### config.mk
export PLATFORM = sky130hd
export DESIGN_NAME = noc_credit_tracker
export DESIGN_NICKNAME = d
export VERILOG_FILES = /design/src/rtl/noc_credit_tracker.sv
export SDC_FILE = /design/constraint.sdc
export NUM_CORES = 1
export LEC_CHECK = 0
export ABC_AREA = 1
export CORE_AREA = 4 4 41 43
export CTS_CLUSTER_SIZE = 25
export DETAILED_ROUTE_END_ITERATION = 12
export DIE_AREA = 0 0 45 47
export GPL_ROUTABILITY_DRIVEN = 0
export HOLD_SLACK_MARGIN = 0.15
export PLACE_DENSITY = 0.83
export SKIP_LAST_GASP = 1
export SYNTH_ARGS = -nofsm -noshare
export SYNTH_HDL_FRONTEND = slang
export SYNTH_HIERARCHICAL = 1
export SYNTH_SLANG_ARGS = --single-unit
### constraint.sdc
create_clock -name clk -period 2.1 [get_ports clk]
set_input_delay 0.21 -clock clk [delete_from_list [all_inputs] [get_ports clk]]
set_output_delay 0.21 -clock clk [all_outputs]
set_load 0.1 [all_outputs]
### src/rtl/noc_credit_tracker.sv
// noc_credit_tracker: per-VC credit counters for a NoC router output port.
// Each VC owns one saturating counter that mirrors the free slots of the
// downstream input buffer. Outputs are decoded from registers only.
// Optional feature macro: NOC_CC_ERR_CHECK_EN adds sticky overflow/underflow
// flags. When it is undefined, the error outputs are tied low and err_clr_i
// is ignored.

module noc_credit_tracker_vc #(
   parameter int DEPTH = 5,
   parameter int INIT  = DEPTH,
   parameter int CNT_W = $clog2(DEPTH+1)
) (
   input  logic             clk,
   input  logic             reset,
   input  logic             dec_i,
   input  logic             inc_i,
   input  logic             err_clr_i,
   output logic [CNT_W-1:0] count_o,
   output logic             ovf_o,
   output logic             unf_o
);
   localparam logic [CNT_W-1:0] MAX_C  = CNT_W'(DEPTH);
   localparam logic [CNT_W-1:0] INIT_C = CNT_W'(INIT);

   logic [CNT_W-1:0] cnt_q, cnt_d;
   logic             ovf_evt, unf_evt;

   // Next count: a lone inc or dec moves the count; saturation raises an event.
   // inc and dec together are a net hold and never an error.
   always_comb begin
      cnt_d   = cnt_q;
      ovf_evt = 1'b0;
      unf_evt = 1'b0;
      if (inc_i && !dec_i) begin
         if (cnt_q == MAX_C) ovf_evt = 1'b1;
         else                cnt_d   = cnt_q + 1'b1;
      end else if (dec_i && !inc_i) begin
         if (cnt_q == '0)    unf_evt = 1'b1;
         else                cnt_d   = cnt_q - 1'b1;
      end
   end

   // Count register; reset discards any in-flight update.
   always_ff @(posedge clk or posedge reset) begin
      if (reset) cnt_q <= INIT_C;
      else       cnt_q <= cnt_d;
   end

   assign count_o = cnt_q;

`ifdef NOC_CC_ERR_CHECK_EN
   logic ovf_q, ovf_d, unf_q, unf_d;

   // Sticky flags: a new event beats a simultaneous clear.
   always_comb begin
      ovf_d = ovf_evt | (ovf_q & ~err_clr_i);
      unf_d = unf_evt | (unf_q & ~err_clr_i);
   end

   // Flag registers share the count's edge.
   always_ff @(posedge clk or posedge reset) begin
      if (reset) begin
         ovf_q <= 1'b0;
         unf_q <= 1'b0;
      end else begin
         ovf_q <= ovf_d;
         unf_q <= unf_d;
      end
   end

   assign ovf_o = ovf_q;
   assign unf_o = unf_q;
`else
   logic unused_err;
   assign unused_err = ^{err_clr_i, ovf_evt, unf_evt};
   assign ovf_o      = 1'b0;
   assign unf_o      = 1'b0;
`endif

endmodule

module noc_credit_tracker #(
   parameter int NUM_VC = 2,
   parameter int DEPTH  = 5,
   parameter int INIT   = DEPTH,
   parameter int CNT_W  = $clog2(DEPTH+1)
) (
   input  logic                    clk,
   input  logic                    reset,
   input  logic [NUM_VC-1:0]       dec_i,
   input  logic [NUM_VC-1:0]       inc_i,
   output logic [NUM_VC-1:0]       credit_o,
   output logic [NUM_VC*CNT_W-1:0] count_o,
   output logic                    drained_o,
   input  logic                    err_clr_i,
   output logic [NUM_VC-1:0]       err_ovf_o,
   output logic [NUM_VC-1:0]       err_unf_o
);
   localparam logic [CNT_W-1:0] MAX_C = CNT_W'(DEPTH);

   logic [NUM_VC-1:0][CNT_W-1:0] cnt;
   logic [NUM_VC-1:0]            full;

   for (genvar v = 0; v < NUM_VC; v++) begin : g_vc
      noc_credit_tracker_vc #(
         .DEPTH (DEPTH),
         .INIT  (INIT),
         .CNT_W (CNT_W)
      ) u_vc (
         .clk       (clk),
         .reset     (reset),
         .dec_i     (dec_i[v]),
         .inc_i     (inc_i[v]),
         .err_clr_i (err_clr_i),
         .count_o   (cnt[v]),
         .ovf_o     (err_ovf_o[v]),
         .unf_o     (err_unf_o[v])
      );

      assign count_o[v*CNT_W +: CNT_W] = cnt[v];
      assign credit_o[v]               = |cnt[v];
      assign full[v]                   = (cnt[v] == MAX_C);
   end

   assign drained_o = &full;

endmodule

==> results of run 1 <==
-- critical path, stage by stage (launching register included) --
cell,delay [ns]
dfstp_2,0.61
nand3_2,0.09
nor2_2,0.15
buf_12,0.19
-- metal layers --
| layer | vias up | track usage |
|---|---|---|
| met5 | - | 0 |
| met4 | 0 | 0.0351 |
| met3 | 0 | 0.0230 |
| met2 | 14 | 0.206 |
| met1 | 236 | 0.138 |
| li1 | 280 | - |
-- synthesized netlist by cell type, types with 2 or more instances --
library cell	count	area share
nand3_1	3	0.025
buf_4	4	0.050
o21ai_4	2	0.054
fa_1	2	0.067
nor2_1	6	0.037
nand2_2	4	0.042
dfstp_2	4	0.17
nand2_1	32	0.20
inv_1	18	0.11
nand3b_1	2	0.025
inv_2	2	0.012
ha_1	2	0.042
conb_1	2	0.012
dfrtp_1	2	0.083
nand2_4	2	0.037
-- stage by stage --
stage	instance area, um2	worst slack, ns	util	std cells	hold slack [ns]
CTS	751	0.586	0.577	119	0.170
global route	751	0.522	0.577	119	0.200
detailed placement	728	0.384	0.560	116	0.417
global placement	728	0.420	0.560	116	0.419
finish	751	0.608	0.577	119	0.168
floorplan	609	0.0165	-	91	-0.0378
-- logic make-up (layout without fill, tap and decap cells) --
group,after synthesis,after routing,synth area share
and+or+nand+nor,51,51,0.393
other,2,4,0.0125
buffers and inverters,24,37,0.175
adders and majority gates,4,4,0.108
AOI/OAI and AO/OA,2,2,0.0541
DFF,6,6,0.258
-- final timing paths --
| path | start | to | slack, ns |
|---|---|---|---|
| worst max-delay path | g_vc[0].u_vc/count_o[0]$_DFFE_PP1P_ | drained_o | 0.61 |
| worst max register to register | g_vc[1].u_vc/count_o[0]$_DFFE_PP1P_ | g_vc[1].u_vc/count_o[1]$_DFFE_PP0P_ | 0.83 |
| worst min-delay path | reset | g_vc[0].u_vc/count_o[1]$_DFFE_PP0P_ | 0.17 |
| worst min register to register | g_vc[1].u_vc/count_o[2]$_DFFE_PP1P_ | g_vc[1].u_vc/count_o[2]$_DFFE_PP1P_ | 0.51 |
| min in group clk | g_vc[1].u_vc/count_o[2]$_DFFE_PP1P_ | g_vc[1].u_vc/count_o[2]$_DFFE_PP1P_ | 0.51 |
| max in group asynchronous | reset | g_vc[0].u_vc/count_o[2]$_DFFE_PP1P_ | 1.71 |
-- layout make-up --
| class | count | area, um2 |
|---|---|---|
| Multi-Input combinational cell | 61 | 349 |
| Timing Repair Buffer | 14 | 130 |
| Fill cell | 137 | 551 |
| Tap cell | 15 | 18.8 |
| Sequential cell | 6 | 155 |
| Clock buffer | 3 | 22.5 |
| Inverter | 20 | 75.1 |
==> results.toml, run 1 <==
[critical_path]
required_ns = 1.89
end_kind = "output port"
reg2reg_depth = 3
worstPathMaxFanout = 7
critPathLaunchType = "flip-flop"
critPathArrivalTime_ns = 1.28
path_class = "flip-flop to output port"

[route]
drc = 0
vias_per_cell = 4.45
drt-met1-wl_um = 424
wl_met2_um = 573
drt_iter0_markers = 7
drtPass1Iterations = 3
met3_length_um = 85
finalWirelength_um = 1080
vias = 530
top_layer = "met3"
ant_nets = 0
wire_per_inst_um = 9.09

[yosys]
synth_flop_cell = "dfstp_2"
synth_warnings = 6
ys_ff_latch = 6
synth_edf_count = 0
synth-seq-area-share = 0.258
synth_area_um2 = 602
syn_inst = 89
syn_area_per_cell_um2 = 6.76
synth_cell_type_count = 17
synthArstFlopShare = 1.00

[cells_and_area]
drive_gt1_frac = 0.269
insertedDiodeCount = 0
largest_reg_flops = 6
area_delta_synth_final_pct = 24.7
layout_common_cells = "nand2_1, inv_1, buf_4"
final_common_cell = "nand2_1"
nets = 117

[sta]
slew_violations = 0
fin_skew_ns = 0.00375
max_freq_mhz = 670
rsz0062_at_grt = "false"
finalSetupTns_ns = 0
period_needed_ns = 1.49
fin_crit_sh = 0.710
finalHoldViolCount = 0
finalSetupViolCount = 0

[global_route]
grt_pass1_vias = 455
grt_use_total = 0.115
grt_pass1_wl_um = 1800
grt_antenna_before_repair = 0
grt-ovfl-total = 0
grt_max_degree = 8

[clock_tree]
cts.hold.buffers_added = 0
ctsResizeCount = 0
cts-buffers-inserted = 3
htreeDepth = 1
cts.sink_count = 6
post_cts_buffers = 0
clk_pin_slew_ns = 0.05
clock-root-buffer = "clkbuf_4"
cts_buffer_depth = 2
cts_tree = "yes"
clk_latency_ns = 0.24

[worst_hold_path]
hold_path.class = "input pin to asynchronous set/reset pin"

[die]
row_count = 13
start_util = 0.462
die_area_um2 = 2120
io_pins = 20
coreArea_um2 = 1300
die_y_um = 47
die_w_um = 45

[place]
port_buffers = 14
dpl.hpwl_um = 931

[run]
maxCapViolCount = 0

[run_status]
status = "finished clean"
Power of run 1 is left out: the tool's default activity adds up to more than one toggle a clock period on the data nets, which glitch-free logic cannot reach.
==> run 2: changes to the inputs <==
--- a/config.mk
+++ b/config.mk
@@ -6,13 +6,13 @@
 export NUM_CORES = 1
 export LEC_CHECK = 0
 export ABC_AREA = 1
-export CORE_AREA = 4 4 41 43
+export CORE_MARGIN = 4
+export CORE_UTILIZATION = 39
 export CTS_CLUSTER_SIZE = 25
 export DETAILED_ROUTE_END_ITERATION = 12
-export DIE_AREA = 0 0 45 47
 export GPL_ROUTABILITY_DRIVEN = 0
 export HOLD_SLACK_MARGIN = 0.15
-export PLACE_DENSITY = 0.83
+export PLACE_DENSITY = 0.77
 export SKIP_LAST_GASP = 1
 export SYNTH_ARGS = -nofsm -noshare
 export SYNTH_HDL_FRONTEND = slang
==> constraint.sdc (replaced) <==
create_clock -name clk -period 1.26 [get_ports clk]
set_input_delay 0.126 -clock clk [delete_from_list [all_inputs] [get_ports clk]]
set_output_delay 0.126 -clock clk [all_outputs]
set_load 0.1 [all_outputs]
==> run 2 against run 1 <==
Against the previous run: the flow now finishes with violations (setup timing); critical path depth increased by 1; non-clock buffer count increased by 16; highest routed layer is now met4; worst hold slack improved by 0.49 ns; die area is 5.7% higher; clock skew fell by 0.0036 ns.
==> results.toml, run 2 (synthesis gave the netlist of run 1 again) <==
[critical_path]
reg2reg_depth = 6
r2r-start = "g_vc[1].u_vc/count_o[0]$_DFFE_PP1P_"
worst-r2r-setup-slack_ns = -0.17
critPathLaunchType = "flip-flop"
crit_path_start = "g_vc[0].u_vc/count_o[0]$_DFFE_PP1P_"
r2r_end = "g_vc[1].u_vc/count_o[2]$_DFFE_PP1P_"
path_class = "flip-flop to output port"
end_kind = "output port"
critPathArrivalTime_ns = 1.35
required_ns = 1.13
worstSetupEndpoint = "drained_o"
worstPathMaxFanout = 2

[sta]
finalSetupViolCount = 11
finalHoldViolCount = 0
fin_crit_sh = 1.17
max_freq_mhz = 677
finalSetupTns_ns = -1.55
period_needed_ns = 1.48
postLayoutSetupSlackWorst_ns = -0.218
fin_skew_ns = 0.000106
slew_violations = 0
rsz0062_at_grt = "true"

[route]
wire_per_inst_um = 12.0
vias = 639
drc = 0
drtPass1Iterations = 4
finalWirelength_um = 1620
vias_per_cell = 4.73
drt_iter0_markers = 24
ant_nets = 0

[global_route]
grt_pass1_wl_um = 2400
grt_antenna_before_repair = 0
grt_pass1_vias = 617
grt_use_total = 0.160
grt-ovfl-total = 0
grt_max_degree = 7

[die]
die_w_um = 47.3
coreArea_um2 = 1380
row_count = 13
die_area_um2 = 2240
die_y_um = 47.3
io_pins = 20
start_util = 0.435

[run_status]
status = "complete, but fails checks"
violations = "setup timing"

[place]
port_buffers = 14
place_inst = 128
dpl.hpwl_um = 1200
dpl_worst_slack_ns = -0.391

[cells_and_area]
final_cells = 135
layout_common_cells = "nand2_1, inv_1, buf_12"
final_common_cell = "nand2_1"
nets = 133
fin_util = 0.803
area_delta_synth_final_pct = 84.4
insertedDiodeCount = 0
drive_gt1_frac = 0.500
largest_reg_flops = 6

[clock_tree]
htreeDepth = 1
cts-buffers-inserted = 3
clk_pin_slew_ns = 0.05
clock-root-buffer = "clkbuf_4"
cts.sink_count = 6
cts_tree = "yes"
cts_buffer_depth = 2
clk_latency_ns = 0.25

[worst_hold_path]
hold_path.class = "input pin to asynchronous set/reset pin"

[run]
maxCapViolCount = 0
==> run 2: cell count changes in the layout (fill, tap and decap cells not counted), sizes merged <==
cell and delta:
buf +15, dlygate4sd3 +1
==> run 2: how the worst min path moves through the flow <==
stage,start,endpoint,slack (ns),cells past startpoint
5_1_grt,reset,g_vc[0].u_vc/count_o[1]$_DFFE_PP0P_,0.67,3
3_3_place_gp,reset,g_vc[0].u_vc/count_o[1]$_DFFE_PP0P_,0.35,2
4_1_cts,inc_i[1],g_vc[1].u_vc/count_o[2]$_DFFE_PP1P_,0.63,5
2_1_floorplan,reset,g_vc[0].u_vc/count_o[1]$_DFFE_PP0P_,-0.12,1
3_5_place_dp,reset,g_vc[0].u_vc/count_o[1]$_DFFE_PP0P_,0.35,2
6_report,reset,g_vc[1].u_vc/count_o[1]$_DFFE_PP0P_,0.66,3
==> run 2: worst max-delay path, stage by stage, from the launching register on <==
cell     delay [ns]
dfstp_4        0.62
buf_6          0.11
nand3_4        0.07
nor2_4         0.12
buf_12         0.18
==> run 2: routing by layer <==
metal / track usage / routed length (um) / vias to the layer above
met5: 0 / 0 / -
met4: 0.122 / 43 / 0
met3: 0.0421 / 83 / 6
met2: 0.278 / 861 / 21
met1: 0.161 / 632 / 302
li1: - / - / 310
==> run 2: repair_timing <==
action                                  in CTS  in global routing
endpoints found under the setup margin       9                 13
gates resized for setup                      8                  8
hold buffers                                 1                  0
setup buffers                                2                  1
pin swaps                                    3                  6
endpoints found under the hold margin        2                  0
==> run 2: through the flow <==
step / area [um2] / hold WS, ns
floorplan: 682 / -0.122
global placement: 991 / 0.346
detailed placement: 991 / 0.350
CTS: 1070 / 0.634
global route: 1110 / 0.666
finish: 1110 / 0.659
==> run 2: area by class of cell <==
type / count / area [um2]
clock buffer: 3 / 22.5
fill: 76 / 273
inverter: 20 / 77.6
multi-input combinational: 61 / 429
sequential: 6 / 178
tap: 15 / 18.8
timing repair buffer: 30 / 384
Power of run 2 is left out for the same reason.
==> run 3: changes to the inputs <==
--- a/config.mk
+++ b/config.mk
@@ -8,11 +8,10 @@
 export ABC_AREA = 1
 export CORE_MARGIN = 4
 export CORE_UTILIZATION = 39
-export CTS_CLUSTER_SIZE = 25
 export DETAILED_ROUTE_END_ITERATION = 12
 export GPL_ROUTABILITY_DRIVEN = 0
 export HOLD_SLACK_MARGIN = 0.15
-export PLACE_DENSITY = 0.77
+export PLACE_DENSITY_LB_ADDON = 0.15
 export SKIP_LAST_GASP = 1
 export SYNTH_ARGS = -nofsm -noshare
 export SYNTH_HDL_FRONTEND = slang
==> run 3 against run 2 <==
Against the previous run: the run still ends with setup timing left; clock-buffer cell count unchanged; sequential share of layout area shrank 0.56 points; cell count up 3.7%; sequential cell count did not move; non-clock buffer count rose by 5; clock skew is essentially flat; setup slack improved by 0.00067 ns; cell area increased by 3.6%; core utilization rose by 2.9 points; highest routed layer unchanged.
==> results.toml, run 3 (synthesis gave the netlist of run 1 again) <==
[run_status]
status = "complete, but fails checks"
violations = "setup timing"

[run]
maxCapViolCount = 0

[place]
dpl.hpwl_um = 1120
port_buffers = 14
placed_area_um2 = 988

[global_route]
grt_use_total = 0.171
grt_antenna_before_repair = 0
grt_pass1_wl_um = 2610
grt_max_degree = 7
grt-ovfl-total = 0
grt_pass1_vias = 625

[route]
drt_iter0_markers = 19
drc = 0
wire_per_inst_um = 11.9
finalWirelength_um = 1660
drtPass1Iterations = 4
vias = 659
ant_nets = 0
vias_per_cell = 4.71

[critical_path]
r2r_end = "g_vc[1].u_vc/count_o[1]$_DFFE_PP0P_"
required_ns = 1.13
r2r-start = "g_vc[1].u_vc/count_o[0]$_DFFE_PP1P_"
max_stage_delay_ns = 0.61
worstPathMaxFanout = 3
crit_family = "flip-flops"
critPathLaunchType = "flip-flop"
critPathArrivalTime_ns = 1.35
path_buf_inv = 2
end_kind = "output port"
reg2reg_depth = 4
crit_chain = "buf_6 > nand3_4 > nor2_4 > buf_12"
cp_slowest_cell = "dfstp_4"
worst-r2r-setup-slack_ns = -0.14
path_class = "flip-flop to output port"

[die]
die_y_um = 47.3
die_area_um2 = 2240
row_count = 13
coreArea_um2 = 1380
start_util = 0.435
die_w_um = 47.3
io_pins = 20

[clock_tree]
clock-root-buffer = "clkbuf_4"
clk_latency_ns = 0.24
cts_buffer_depth = 2
cts_tree = "yes"
cts.sink_count = 6
clk_pin_slew_ns = 0.05
cts-buffers-inserted = 3
htreeDepth = 1

[cells_and_area]
insertedDiodeCount = 0
final_common_cell = "nand2_1"
layout_common_cells = "nand2_1, inv_1, buf_4"
nets = 138
final_area_um2 = 1150
fin_util = 0.832
drive_gt1_frac = 0.528
nFillCells = 85
area_delta_synth_final_pct = 91.1
largest_reg_flops = 6

[sta]
finalHoldViolCount = 0
postLayoutSetupSlackWorst_ns = -0.217
finalSetupViolCount = 12
hold_ws_ns = 0.594
max_freq_mhz = 677
slew_violations = 0
fin_skew_ns = 0.0000824
rsz0062_at_grt = "true"
period_needed_ns = 1.48
finalSetupTns_ns = -1.46
fin_crit_sh = 1.17

[worst_hold_path]
hp-start = "g_vc[0].u_vc/count_o[1]$_DFFE_PP0P_"
hold_path.class = "flip-flop to flip-flop"
min_path_cells = 2
hold_end = "g_vc[0].u_vc/count_o[1]$_DFFE_PP0P_"
run 3: worst reg2reg max path, delay by kind of cell, from the launching register on:
kind          cells  cell delay [ns]
simple gates      2             0.13
buf+inv           1             0.12
fa+ha+maj         1             0.42
flops             1             0.63
run 3: through the flow:
step	instances	setup WS [ns]
after floorplan	91	-0.286
after detailed placement	126	-0.385
after global routing	140	-0.257
after CTS	138	-0.219
after global placement	126	-0.340
final	140	-0.217
run 3: per-layer routing:
metal	vias up	track usage	wire length, um
met5	-	0	0
met4	0	0.0994	22
met3	4	0.0345	79
met2	27	0.297	901
met1	306	0.192	655
li1	322	-	-
run 3: cell type report:
class,instances,area [um2],area share
clock buffers,3,22.5,0.0196
well taps,15,18.8,0.0163
flip-flops and latches,6,178,0.155
inverters,20,75.1,0.0653
repair buffers,35,429,0.373
multi-input cells,61,427,0.371
run 3: how the worst max path moves through the flow:
stage                                                   start                                   to  depth (start not counted)
final                     g_vc[0].u_vc/count_o[0]$_DFFE_PP1P_                            drained_o                          4
after global routing      g_vc[0].u_vc/count_o[0]$_DFFE_PP1P_                            drained_o                          4
after CTS                 g_vc[0].u_vc/count_o[0]$_DFFE_PP1P_                            drained_o                          4
after detailed placement                             inc_i[1]  g_vc[1].u_vc/count_o[2]$_DFFE_PP1P_                          8
after global placement                               inc_i[1]  g_vc[1].u_vc/count_o[2]$_DFFE_PP1P_                          8
after floorplan           g_vc[1].u_vc/count_o[0]$_DFFE_PP1P_                            drained_o                          2
run 3: what timing repair did:
| item | 4_1_cts | 5_1_grt |
|---|---|---|
| hold endpoints to repair | 2 | 0 |
| buffers inserted | 8 | 2 |
| setup endpoints to repair | 9 | 13 |
| pin swaps | 3 | 7 |
| hold buffers | 1 | 0 |
| resized for setup | 8 | 9 |
Power of run 3 is left out for the same reason.
